===== src/rtl/conv_seq_ctrl.sv =====
// Convolution address sequencer: walks k and the valid j range, driving X/Y reads, the MAC and Z writes.
// Optional abort input and aborted flag are enabled with `define CONV_ABORT_EN.
module conv_seq_ctrl #(
    parameter int unsigned ADDR_W = 5
) (
    input  logic              clk,
    input  logic              rst,
    input  logic              start,
    input  logic [ADDR_W:0]   size_x,
    input  logic [ADDR_W:0]   size_y,
    output logic              rd_en,
    output logic [ADDR_W-1:0] addr_x,
    output logic [ADDR_W-1:0] addr_y,
    output logic              mac_clr,
    output logic              mac_en,
    output logic              z_we,
    output logic [ADDR_W:0]   addr_z,
    output logic              busy,
    output logic              done,
`ifdef CONV_ABORT_EN
    input  logic              abort,
    output logic              aborted,
`endif
    output logic              err
);

    localparam int unsigned KW       = ADDR_W + 1;
    localparam int unsigned SW       = ADDR_W + 2;
    localparam int unsigned MAX_SIZE = 2 ** ADDR_W;

    typedef enum logic [2:0] {
        S_IDLE,
        S_CLR,
        S_RD,
        S_DRAIN,
        S_WR,
        S_DONE
    } state_t;

    state_t            state_q, state_d;
    logic [KW-1:0]     sx_q, sx_d, sy_q, sy_d;
    logic [KW-1:0]     k_q, k_d;
    logic [ADDR_W-1:0] j_q, j_d, jhi_q, jhi_d;
    logic              err_q, err_d;
    logic              rd_en_q, rd_en_d;
    logic [ADDR_W-1:0] addr_x_q, addr_x_d, addr_y_q, addr_y_d;
    logic              mac_clr_q, mac_clr_d;
    logic              mac_en_q, mac_en_d;
    logic              z_we_q, z_we_d;
    logic [KW-1:0]     addr_z_q, addr_z_d;
    logic              busy_q, busy_d;
    logic              done_q, done_d;
`ifdef CONV_ABORT_EN
    logic              aborted_q, aborted_d;
`endif

    logic [KW-1:0]     sx_m1_c, sy_m1_c, jlo_c, jhi_c;
    logic              k_last_c, size_bad_c;

    // Inner-loop bounds for the current k and the final-k / illegal-size tests
    always_comb begin
        sx_m1_c    = sx_q - KW'(1);
        sy_m1_c    = sy_q - KW'(1);
        jlo_c      = (k_q > sy_m1_c) ? (k_q - sy_m1_c) : '0;
        jhi_c      = (k_q < sx_m1_c) ? k_q : sx_m1_c;
        k_last_c   = (SW'(k_q) == (SW'(sx_q) + SW'(sy_q) - SW'(2)));
        size_bad_c = (size_x == '0) || (size_y == '0) ||
                     (size_x > KW'(MAX_SIZE)) || (size_y > KW'(MAX_SIZE));
    end

    always_comb begin
        state_d   = state_q;
        sx_d      = sx_q;
        sy_d      = sy_q;
        k_d       = k_q;
        j_d       = j_q;
        jhi_d     = jhi_q;
        err_d     = err_q;
        mac_en_d  = rd_en_q;
`ifdef CONV_ABORT_EN
        aborted_d = aborted_q;
`endif

        case (state_q)
            S_IDLE: begin
                if (start) begin
                    sx_d = size_x;
                    sy_d = size_y;
`ifdef CONV_ABORT_EN
                    aborted_d = 1'b0;
`endif
                    if (size_bad_c) begin
                        err_d   = 1'b1;
                        state_d = S_DONE;
                    end else begin
                        err_d   = 1'b0;
                        k_d     = '0;
                        state_d = S_CLR;
                    end
                end
            end
            S_CLR: begin
                j_d     = ADDR_W'(jlo_c);
                jhi_d   = ADDR_W'(jhi_c);
                state_d = S_RD;
            end
            S_RD: begin
                if (j_q == jhi_q) begin
                    state_d = S_DRAIN;
                end else begin
                    j_d = j_q + ADDR_W'(1);
                end
            end
            S_DRAIN: state_d = S_WR;
            S_WR: begin
                if (k_last_c) begin
                    state_d = S_DONE;
                end else begin
                    k_d     = k_q + KW'(1);
                    state_d = S_CLR;
                end
            end
            S_DONE:  state_d = S_IDLE;
            default: state_d = S_IDLE;
        endcase

`ifdef CONV_ABORT_EN
        // Abort wins over normal sequencing and drops the in-flight product
        if (abort && (state_q inside {S_CLR, S_RD, S_DRAIN, S_WR})) begin
            state_d   = S_DONE;
            mac_en_d  = 1'b0;
            aborted_d = 1'b1;
        end
`endif

        // Outputs decoded from the next state so they are registered alongside it
        rd_en_d   = (state_d == S_RD);
        addr_x_d  = (state_d == S_RD) ? j_d : '0;
        addr_y_d  = (state_d == S_RD) ? ADDR_W'(k_d - KW'(j_d)) : '0;
        mac_clr_d = (state_d == S_CLR);
        z_we_d    = (state_d == S_WR);
        addr_z_d  = (state_d == S_WR) ? k_d : '0;
        busy_d    = (state_d inside {S_CLR, S_RD, S_DRAIN, S_WR});
        done_d    = (state_d == S_DONE);
    end

    always_ff @(posedge clk or posedge rst) begin
        if (rst) begin
            state_q   <= S_IDLE;
            sx_q      <= '0;
            sy_q      <= '0;
            k_q       <= '0;
            j_q       <= '0;
            jhi_q     <= '0;
            err_q     <= 1'b0;
            rd_en_q   <= 1'b0;
            addr_x_q  <= '0;
            addr_y_q  <= '0;
            mac_clr_q <= 1'b0;
            mac_en_q  <= 1'b0;
            z_we_q    <= 1'b0;
            addr_z_q  <= '0;
            busy_q    <= 1'b0;
            done_q    <= 1'b0;
`ifdef CONV_ABORT_EN
            aborted_q <= 1'b0;
`endif
        end else begin
            state_q   <= state_d;
            sx_q      <= sx_d;
            sy_q      <= sy_d;
            k_q       <= k_d;
            j_q       <= j_d;
            jhi_q     <= jhi_d;
            err_q     <= err_d;
            rd_en_q   <= rd_en_d;
            addr_x_q  <= addr_x_d;
            addr_y_q  <= addr_y_d;
            mac_clr_q <= mac_clr_d;
            mac_en_q  <= mac_en_d;
            z_we_q    <= z_we_d;
            addr_z_q  <= addr_z_d;
            busy_q    <= busy_d;
            done_q    <= done_d;
`ifdef CONV_ABORT_EN
            aborted_q <= aborted_d;
`endif
        end
    end

    assign rd_en   = rd_en_q;
    assign addr_x  = addr_x_q;
    assign addr_y  = addr_y_q;
    assign mac_clr = mac_clr_q;
    assign mac_en  = mac_en_q;
    assign z_we    = z_we_q;
    assign addr_z  = addr_z_q;
    assign busy    = busy_q;
    assign done    = done_q;
    assign err     = err_q;
`ifdef CONV_ABORT_EN
    assign aborted = aborted_q;
`endif

endmodule


===== config.mk =====
export PLATFORM = sky130hd
export DESIGN_NAME = conv_seq_ctrl
export DESIGN_NICKNAME = d
export VERILOG_FILES = /design/src/rtl/conv_seq_ctrl.sv
export SDC_FILE = /design/constraint.sdc
export NUM_CORES = 1
export LEC_CHECK = 0
export CAP_MARGIN = 10
export CORE_ASPECT_RATIO = 0.6
export CORE_MARGIN = 2
export CORE_UTILIZATION = 35
export DETAILED_ROUTE_END_ITERATION = 8
export MAX_ROUTING_LAYER = met4
export SLEW_MARGIN = 20
export SYNTH_ARGS = -nofsm -noshare
export SYNTH_HDL_FRONTEND = slang
export SYNTH_SLANG_ARGS = --single-unit

===== constraint.sdc =====
create_clock -name clk -period 5.4 [get_ports clk]
set_input_delay 1.08 -clock clk [delete_from_list [all_inputs] [get_ports clk]]
set_output_delay 1.08 -clock clk [all_outputs]
set_load 0.05 [all_outputs]

# After elaboration in Yosys (flattened, before gate mapping)
# Cells that the tools add are included.
# word_totals
reg_bits,54
inputBits,15
# op_classes
reduce_logical,8
eq_ne,11
order_cmp,4
muxes,17
addsub,8
# op_table
op,count
$mux W5,5
$mux W6,4
$pmux W3 S5,1
$eq A3 B2 Y1 const B,4
$gt A6 B6 Y1 const B,2
$logic_not A6 Y1,2
$mux W3,4
$pmux W6 S2,1
$sub A6 B1 Y6 const B,2
$pmux W5 S2,1
$sub A5 B5 Y5,2
$eq A3 B3 Y1 const B,3
$add A6 B6 Y7,1
$eq A6 B7 Y1,1
$sub A7 B2 Y7 const B,1
$add A6 B1 Y6 const B,1
$eq A3 B1 Y1 const B,2
$gt A6 B6 Y1,1
$lt A6 B6 Y1,1
$add A5 B1 Y5 const B,1
$eq A5 B5 Y1,1
$reduce_bool A4 Y1,1
$logic_not A3 Y1,1
$logic_or A1 B1 Y1,3
other kinds (2),2

# Longest topological paths before layout
# Gate-level depths: netlist of run 1.
# logic_depth
word_depth,9
depth_mapped,20
depth_no_buf,20

# Worst setup path after synthesis of run 1
# OpenSTA, ideal clock, no wires.
# synth_path
path_type,register -> register
from,register sx_q[1]
to,register addr_y_q[4] (netlist: addr_y[4])
synth_period_minus_slack_ps,3777
path_slack_ps,1623
stages_incl_launch_ff,20
arrival_ps,3694
required_ps,5317
n_path_buf,0
path_cell_list,dfrtp_1 > inv_1 > ha_1 > inv_1 > ha_1 > inv_1 > fa_1 > xnor2_1 > nor4_2 > a41oi_2 > a21oi_1 > a21boi_1 > ha_1 > fa_1 > inv_1 > a21o_1 > a21oi_1 > xor2_1 > a2111o_1 > o21ai_0
# synth_between
elab_chain_len,7
elab_cells_between_ends,10
cone_classes,add/sub: 3; eq/ne: 2; mux: 5
# synth_rtl
item,line,text
"start, declared",41,"logic [KW-1:0] sx_q, sx_d, sy_q, sy_d;"
"start signal, assigned",150,sx_q <= '0;
"start signal, assigned",170,sx_q <= sx_d;
$add A6 B6 Y7 (*),66,k_last_c = (SW'(k_q) == (SW'(sx_q) + SW'(sy_q) - SW'(2)));
$sub A7 B2 Y7 (*),66,
$eq A6 B7 Y1 (*),66,
$mux W6 / $mux W3 (equally long branches),116,if (k_last_c) begin
$pmux W6 S2 / $pmux W3 S5 (equally long branches),84,case (state_q)
$sub A5 B5 Y5 / $eq A3 B2 Y1 (equally long branches),139,addr_y_d = (state_d == S_RD) ? ADDR_W'(k_d - KW'(j_d)) : '0;
$mux W5 (*),139,
named net addr_y_d[4],46,"logic [ADDR_W-1:0] addr_x_q, addr_x_d, addr_y_q, addr_y_d;"
"end signal, assigned",178,addr_y_q <= addr_y_d;
"end, declared",46,
# The timed path passes the listed nets; every way through them passes the cells marked *.
# A chain may end at the register's enable or synchronous reset.

# Final worst setup path of run 1
# layout_path
from,register sy_q[1]
to,register addr_y_q[4] (netlist: addr_y[4])
# layout_between
elab_chain_len,7
elab_cells_between_ends,15
cone_classes,add/sub: 5; order compare: 1; eq/ne: 2; mux: 7
# layout_rtl
item,line,text
"start, declared",41,
"start signal, assigned",171,sy_q <= sy_d;
$add A6 B6 Y7,66,
$sub A7 B2 Y7,66,
$eq A6 B7 Y1,66,
$mux W6 / $mux W3 (equally long branches),116,
$pmux W6 S2 / $pmux W3 S5 (equally long branches),84,
$sub A5 B5 Y5 / $eq A3 B2 Y1 (equally long branches),139,
$mux W5 (*),139,
named net addr_y_d[4],46,
# Marks and branches as above.

==> results of run 1 <==
-- through the flow --
stage               utilization  area, µm²
floorplan                     -       3300
global placement          0.418       3820
detailed placement        0.418       3820
CTS                       0.436       3990
global route              0.436       3990
finish                    0.436       3990
-- worst max-delay path by stage --
stage / end / slack [ns] / startpoint
after floorplan: addr_y[4] / 1.62 / sx_q[1]
after global placement: addr_y[4] / 0.95 / size_y[0]
after detailed placement: addr_y[4] / 0.82 / size_y[0]
after CTS: addr_y[4] / 1.11 / sy_q[1]
after global routing: addr_y[4] / 0.76 / sy_q[1]
final: addr_y[4] / 1.12 / sy_q[1]
-- area by class of cell --
type / count / area (µm²)
clock buffers: 5 / 125
flip-flops and latches: 54 / 1350
inverters: 40 / 150
fillers: 899 / 5170
clock inverters: 3 / 40.0
well taps: 130 / 163
repair buffers: 39 / 385
multi-input cells: 242 / 1770
-- cells by family (layout without fill, tap and decap cells) --
logic type      after synthesis  in the layout  share of synthesized area
mux                           5              5                     0.0152
xor+xnor                     27             27                     0.0716
compound gates               67             67                      0.136
fa+ha+maj                    33             33                      0.132
flops                        54             54                      0.409
buf+inv                      47             87                     0.0565
simple gates                110            110                      0.180
-- sequential cells by signal, summed over array words and instances (netlist names) --
register and cells:
busy 1, addr_y 5, k_q 6, err 1, state_q 3, addr_z 6, mac_en 1, rd_en 1
addr_x 5, sy_q 6, sx_q 6, z_we 1, jhi_q 5, mac_clr 1, done 1, j_q 5
-- layer usage --
layer | global-route usage | up-vias
li1 | - | 1258
met1 | 0.248 | 1146
met2 | 0.205 | 57
met3 | 0.0337 | 6
met4 | 0.0413 | 0
met5 | - | -
-- cells in the final DEF (no fill, tap or decap), types with 4 or more instances in the layout --
master,instances
nor3_1,6
and4_1,4
o21a_1,7
o31ai_1,4
ha_1,30
nand3_1,7
clkbuf_16,5
a21boi_0,5
and2_1,4
a21o_1,5
xor2_1,13
nor3b_1,8
o21ai_0,13
clkdlybuf4s50_1,37
nor2_1,24
dfrtp_1,54
a21oi_1,14
and3_1,5
inv_1,39
xnor2_1,14
nand2_1,33
mux2i_1,5
-- Yosys cell counts, types with 4 or more instances --
cell type,number
clkbuf_1,4
and4_1,4
nand3_1,7
dfrtp_1,54
o31ai_1,4
and3_1,5
ha_1,30
nor3_1,6
inv_1,40
o21ai_0,13
a21o_1,5
xnor2_1,14
nor2_1,24
and2_1,4
a21oi_1,14
xor2_1,13
mux2i_1,5
o21a_1,7
nor3b_1,8
a21boi_0,5
nand2_1,33
==> reports/metrics.cfg, run 1 <==
[routing]
via_per_inst=4.81
dr.pass1.iters=4
routedWlPerCell_um=14.5
drc=0
routed.top_layer=met4
wirelength_um=7420
ant_nets=0
drt_iter0_markers=196
wl_met2_um=2830
wl_met3_um=468
vias=2467
m1WireLength_um=4060

[timing]
tightest_slew_ns=0.827
clock_skew_ns=0.00329
setup_viol=0
holdWs_ns=0.374
layout_setup_ws_ns=1.12
hold_violations=0
max_slew_margin=0.446
rsz0062_at_grt=false
fin_crit_ns=4.28
period_share=0.793
fmax_mhz=233
setup_tns_ns=0
slew_viol_final=0

[setup_path]
worstRegToRegCells=19
cp-start-kind=flip-flop
cp_cell_sequence=inv_1 > ha_1 > inv_1 > ha_1 > inv_1 > fa_1 > xnor2_1 > nor4_2 > a41oi_2 > a21oi_1 > a21boi_1 > ha_1 > fa_1 > inv_1 > a21o_1 > a21oi_1 > xor2_1 > a2111o_1 > o21ai_0
max_stage_delay_ns=0.45
critPathSlowestCell=fa_1
crit_path_frequent_cell=inv_1
r2r-start=sy_q[1]
critPathKind=reg2reg
cp.required_ns=5.62
cp-end-kind=flip-flop
r2r_end=addr_y[4]
crit_family=adder cells
cp_data_arrival_time_ns=4.50
cp_max_fo=8
r2r_slack_ns=1.12
cp.depth=19
cp_num_buf_inv=4

[synthesis]
netlist.area_leader.share=0.409
synth_ff_type=dfrtp_1
synth-edff-count=0
async_flop_share=1.00
netlist_instances=343
synth_seq_cells=54
ys_seq_area_frac=0.409
avgSynthCellArea_um2=9.63
yosys.area.top_type=dfrtp_1
syn-num-nets=391
synth_area_mm2=0.00330
ys_warn_count=0
synth.area.top_cells=dfrtp_1 41%, ha_1 11%, inv_1 4.5%
yosys.cell_types.count=51

[floorplanning]
io_pins=38
coreArea_mm2=0.00916
die_w_um=129
start_util=0.361
die_h_um=79.2
rows=27
die_area_mm2=0.0103

[worst_hold_path]
min_delay_worst_endpoint=mac_en
holdCritStartpoint=rd_en
min_path_cells=0
hold_path.class=reg2reg

[cts]
clk_path_buf_depth=2
hold_buffers=0
cts.htree.levels=2
cts_buffers=5
clk_latency_ns=0.30
cts.sinks=54
cts_resized=0
cts-root-buf=clkbuf_16
cts_tree=built
clk_pin_slew_ns=0.07
post-cts-setup-buffers=0

[global_route]
grt_pass1_wl_um=12100
track_usage=0.159
grt_max_degree=55
grt_overflow=0
antenna_found_initial=0
grt_pass1_vias=2310

[placed_design]
dp_cells=505
place_ws_ns=0.823
port_buffers=37
dp_hpwl_um=5750
gp_congestion=0.838

[cells_and_area]
layout-drive-gt1-share=0.0470
antenna_cells=0
final_nets=430
areaGrowthSynthToFinish_pct=20.8
fin_cells=513

[run_status]
status=completed

[flow_run]
cap_viol_max_count=0

Power of run 1 is not shown: default switching activity piles up to over one toggle a cycle in this logic, so the estimate is an artifact.
==> run 2: changes to the inputs <==
Clock period 5.4 ns to 4.47 ns, I/O delays scaled along.
==> reports/metrics.cfg, run 2 (same netlist as run 1, synthesis figures left out) <==
[run_status]
status=completed

[routing]
via_per_inst=4.85
ant_nets=0
routedWlPerCell_um=14.6
drt_iter0_markers=174
vias=2502
drc=0
dr.pass1.iters=6
wirelength_um=7560

[timing]
setup_viol=0
fin_crit_ns=4.12
holdWs_ns=0.375
period_share=0.923
tightest_slew_ns=0.725
fmax_mhz=242
max_slew_margin=0.514
setup_tns_ns=0
clock_skew_ns=0.00569
hold_violations=0
slew_viol_final=0
rsz0062_at_grt=false

[cts]
cts_tree=built
post-cts-setup-buffers=0
cts.htree.levels=2
hold_buffers=0
cts.sinks=54
clk_pin_slew_ns=0.07
clk_latency_ns=0.30
cts-root-buf=clkbuf_16
cts_buffers=5
clk_path_buf_depth=2

[setup_path]
cp-start-kind=flip-flop
critPathKind=reg2reg
cp_max_fo=8
crit_start=sx_q[1]
cp_data_arrival_time_ns=4.35
r2r_end=addr_y[4]
worstRegToRegCells=19
r2r_slack_ns=0.35
r2r-start=sx_q[1]
cp.required_ns=4.70
cp-end-kind=flip-flop

[floorplanning]
die_area_mm2=0.0103
start_util=0.361
io_pins=38
die_h_um=79.2
die_w_um=129
rows=27
coreArea_mm2=0.00916

[cells_and_area]
fin_cells=516
layout-drive-gt1-share=0.0570
final_nets=433
layout_commonest_cell=dfrtp_1
antenna_cells=0
n_fill_cell=906
areaGrowthSynthToFinish_pct=21.0
mostFrequentLayoutCells=54 x dfrtp_1, 39 x inv_1, 37 x clkdlybuf4s50_1, 33 x nand2_1, 30 x ha_1

[worst_hold_path]
holdCritStartpoint=rd_en
min_path_cells=0
hold_path.class=reg2reg
min_delay_worst_endpoint=mac_en

[global_route]
grt_pass1_wl_um=12500
grt_overflow=0
antenna_found_initial=0
grt_max_degree=29
grt_pass1_vias=2342
track_usage=0.164

[placed_design]
dp_hpwl_um=5960
port_buffers=37
dp_cells=508
gp_congestion=0.843

[flow_run]
cap_viol_max_count=0

run 2: changes by cell type in the layout (fill, tap and decap cells not counted):
cell,delta
clkinvlp_4,+1
a21oi_1,-1
clkinv_2,-1
clkinv_4,+1
buf_4,+3
bufinv_16,-1
a21oi_2,+1
run 2: worst max-delay path by stage:
stage | slack, ns | cells past startpoint | endpoint
2_1_floorplan | 0.69 | 19 | addr_y[4]
3_3_place_gp | 0.22 | 14 | addr_y[4]
3_5_place_dp | 0.16 | 14 | addr_y[4]
4_1_cts | 0.26 | 19 | addr_y[4]
5_1_grt | 0.07 | 19 | addr_y[4]
6_report | 0.35 | 19 | addr_y[4]
run 2: final cells by class:
class / count / area [µm²] / area share
Sequential cell: 54 / 1350 / 0.338
Tap cell: 130 / 163 / 0.0407
Clock inverter: 3 / 21.3 / 0.00532
Inverter: 40 / 150 / 0.0376
Timing Repair Buffer: 42 / 408 / 0.102
Multi-Input combinational cell: 242 / 1780 / 0.445
Clock buffer: 5 / 125 / 0.0313
run 2: critical path: stages (launching register included):
cell	delay, ns
dfrtp_1	0.38
inv_1	0.11
ha_1	0.24
inv_1	0.06
ha_1	0.17
inv_1	0.06
fa_1	0.45
xnor2_1	0.15
nor4_2	0.32
a41oi_2	0.29
a21oi_2	0.27
a21boi_1	0.14
ha_1	0.24
fa_1	0.40
inv_1	0.07
a21o_1	0.10
a21oi_1	0.07
xor2_1	0.16
a2111o_1	0.30
o21ai_0	0.07
run 2: stage by stage:
stage / util / area [µm²] / setup slack (ns)
global route: 0.436 / 4000 / 0.0699
global placement: 0.420 / 3840 / 0.222
detailed placement: 0.420 / 3840 / 0.156
CTS: 0.436 / 3990 / 0.263
finish: 0.436 / 4000 / 0.346
floorplan: - / 3300 / 0.693
run 2: metal layers:
metal | track usage | vias to the layer above | part of all wire
met5 | - | - | 0
met4 | 0.0359 | 0 | 0.0079
met3 | 0.0364 | 5 | 0.062
met2 | 0.204 | 68 | 0.36
met1 | 0.263 | 1161 | 0.57
li1 | - | 1268 | -
run 2: repair_timing:
item / 4_1_cts / 5_1_grt
gates resized for setup: 0 / 1
endpoints found under the hold margin: 0 / 0
setup endpoints to repair: 0 / 1
Power of run 2 is left out for the same reason.
==> run 3: changes to the inputs <==
Settings changed: ABC_AREA from default to 0.
==> results of run 3 <==
The final DEF is identical to that of run 2; final timing and power are the same.
Power of run 3 is left out for the same reason.
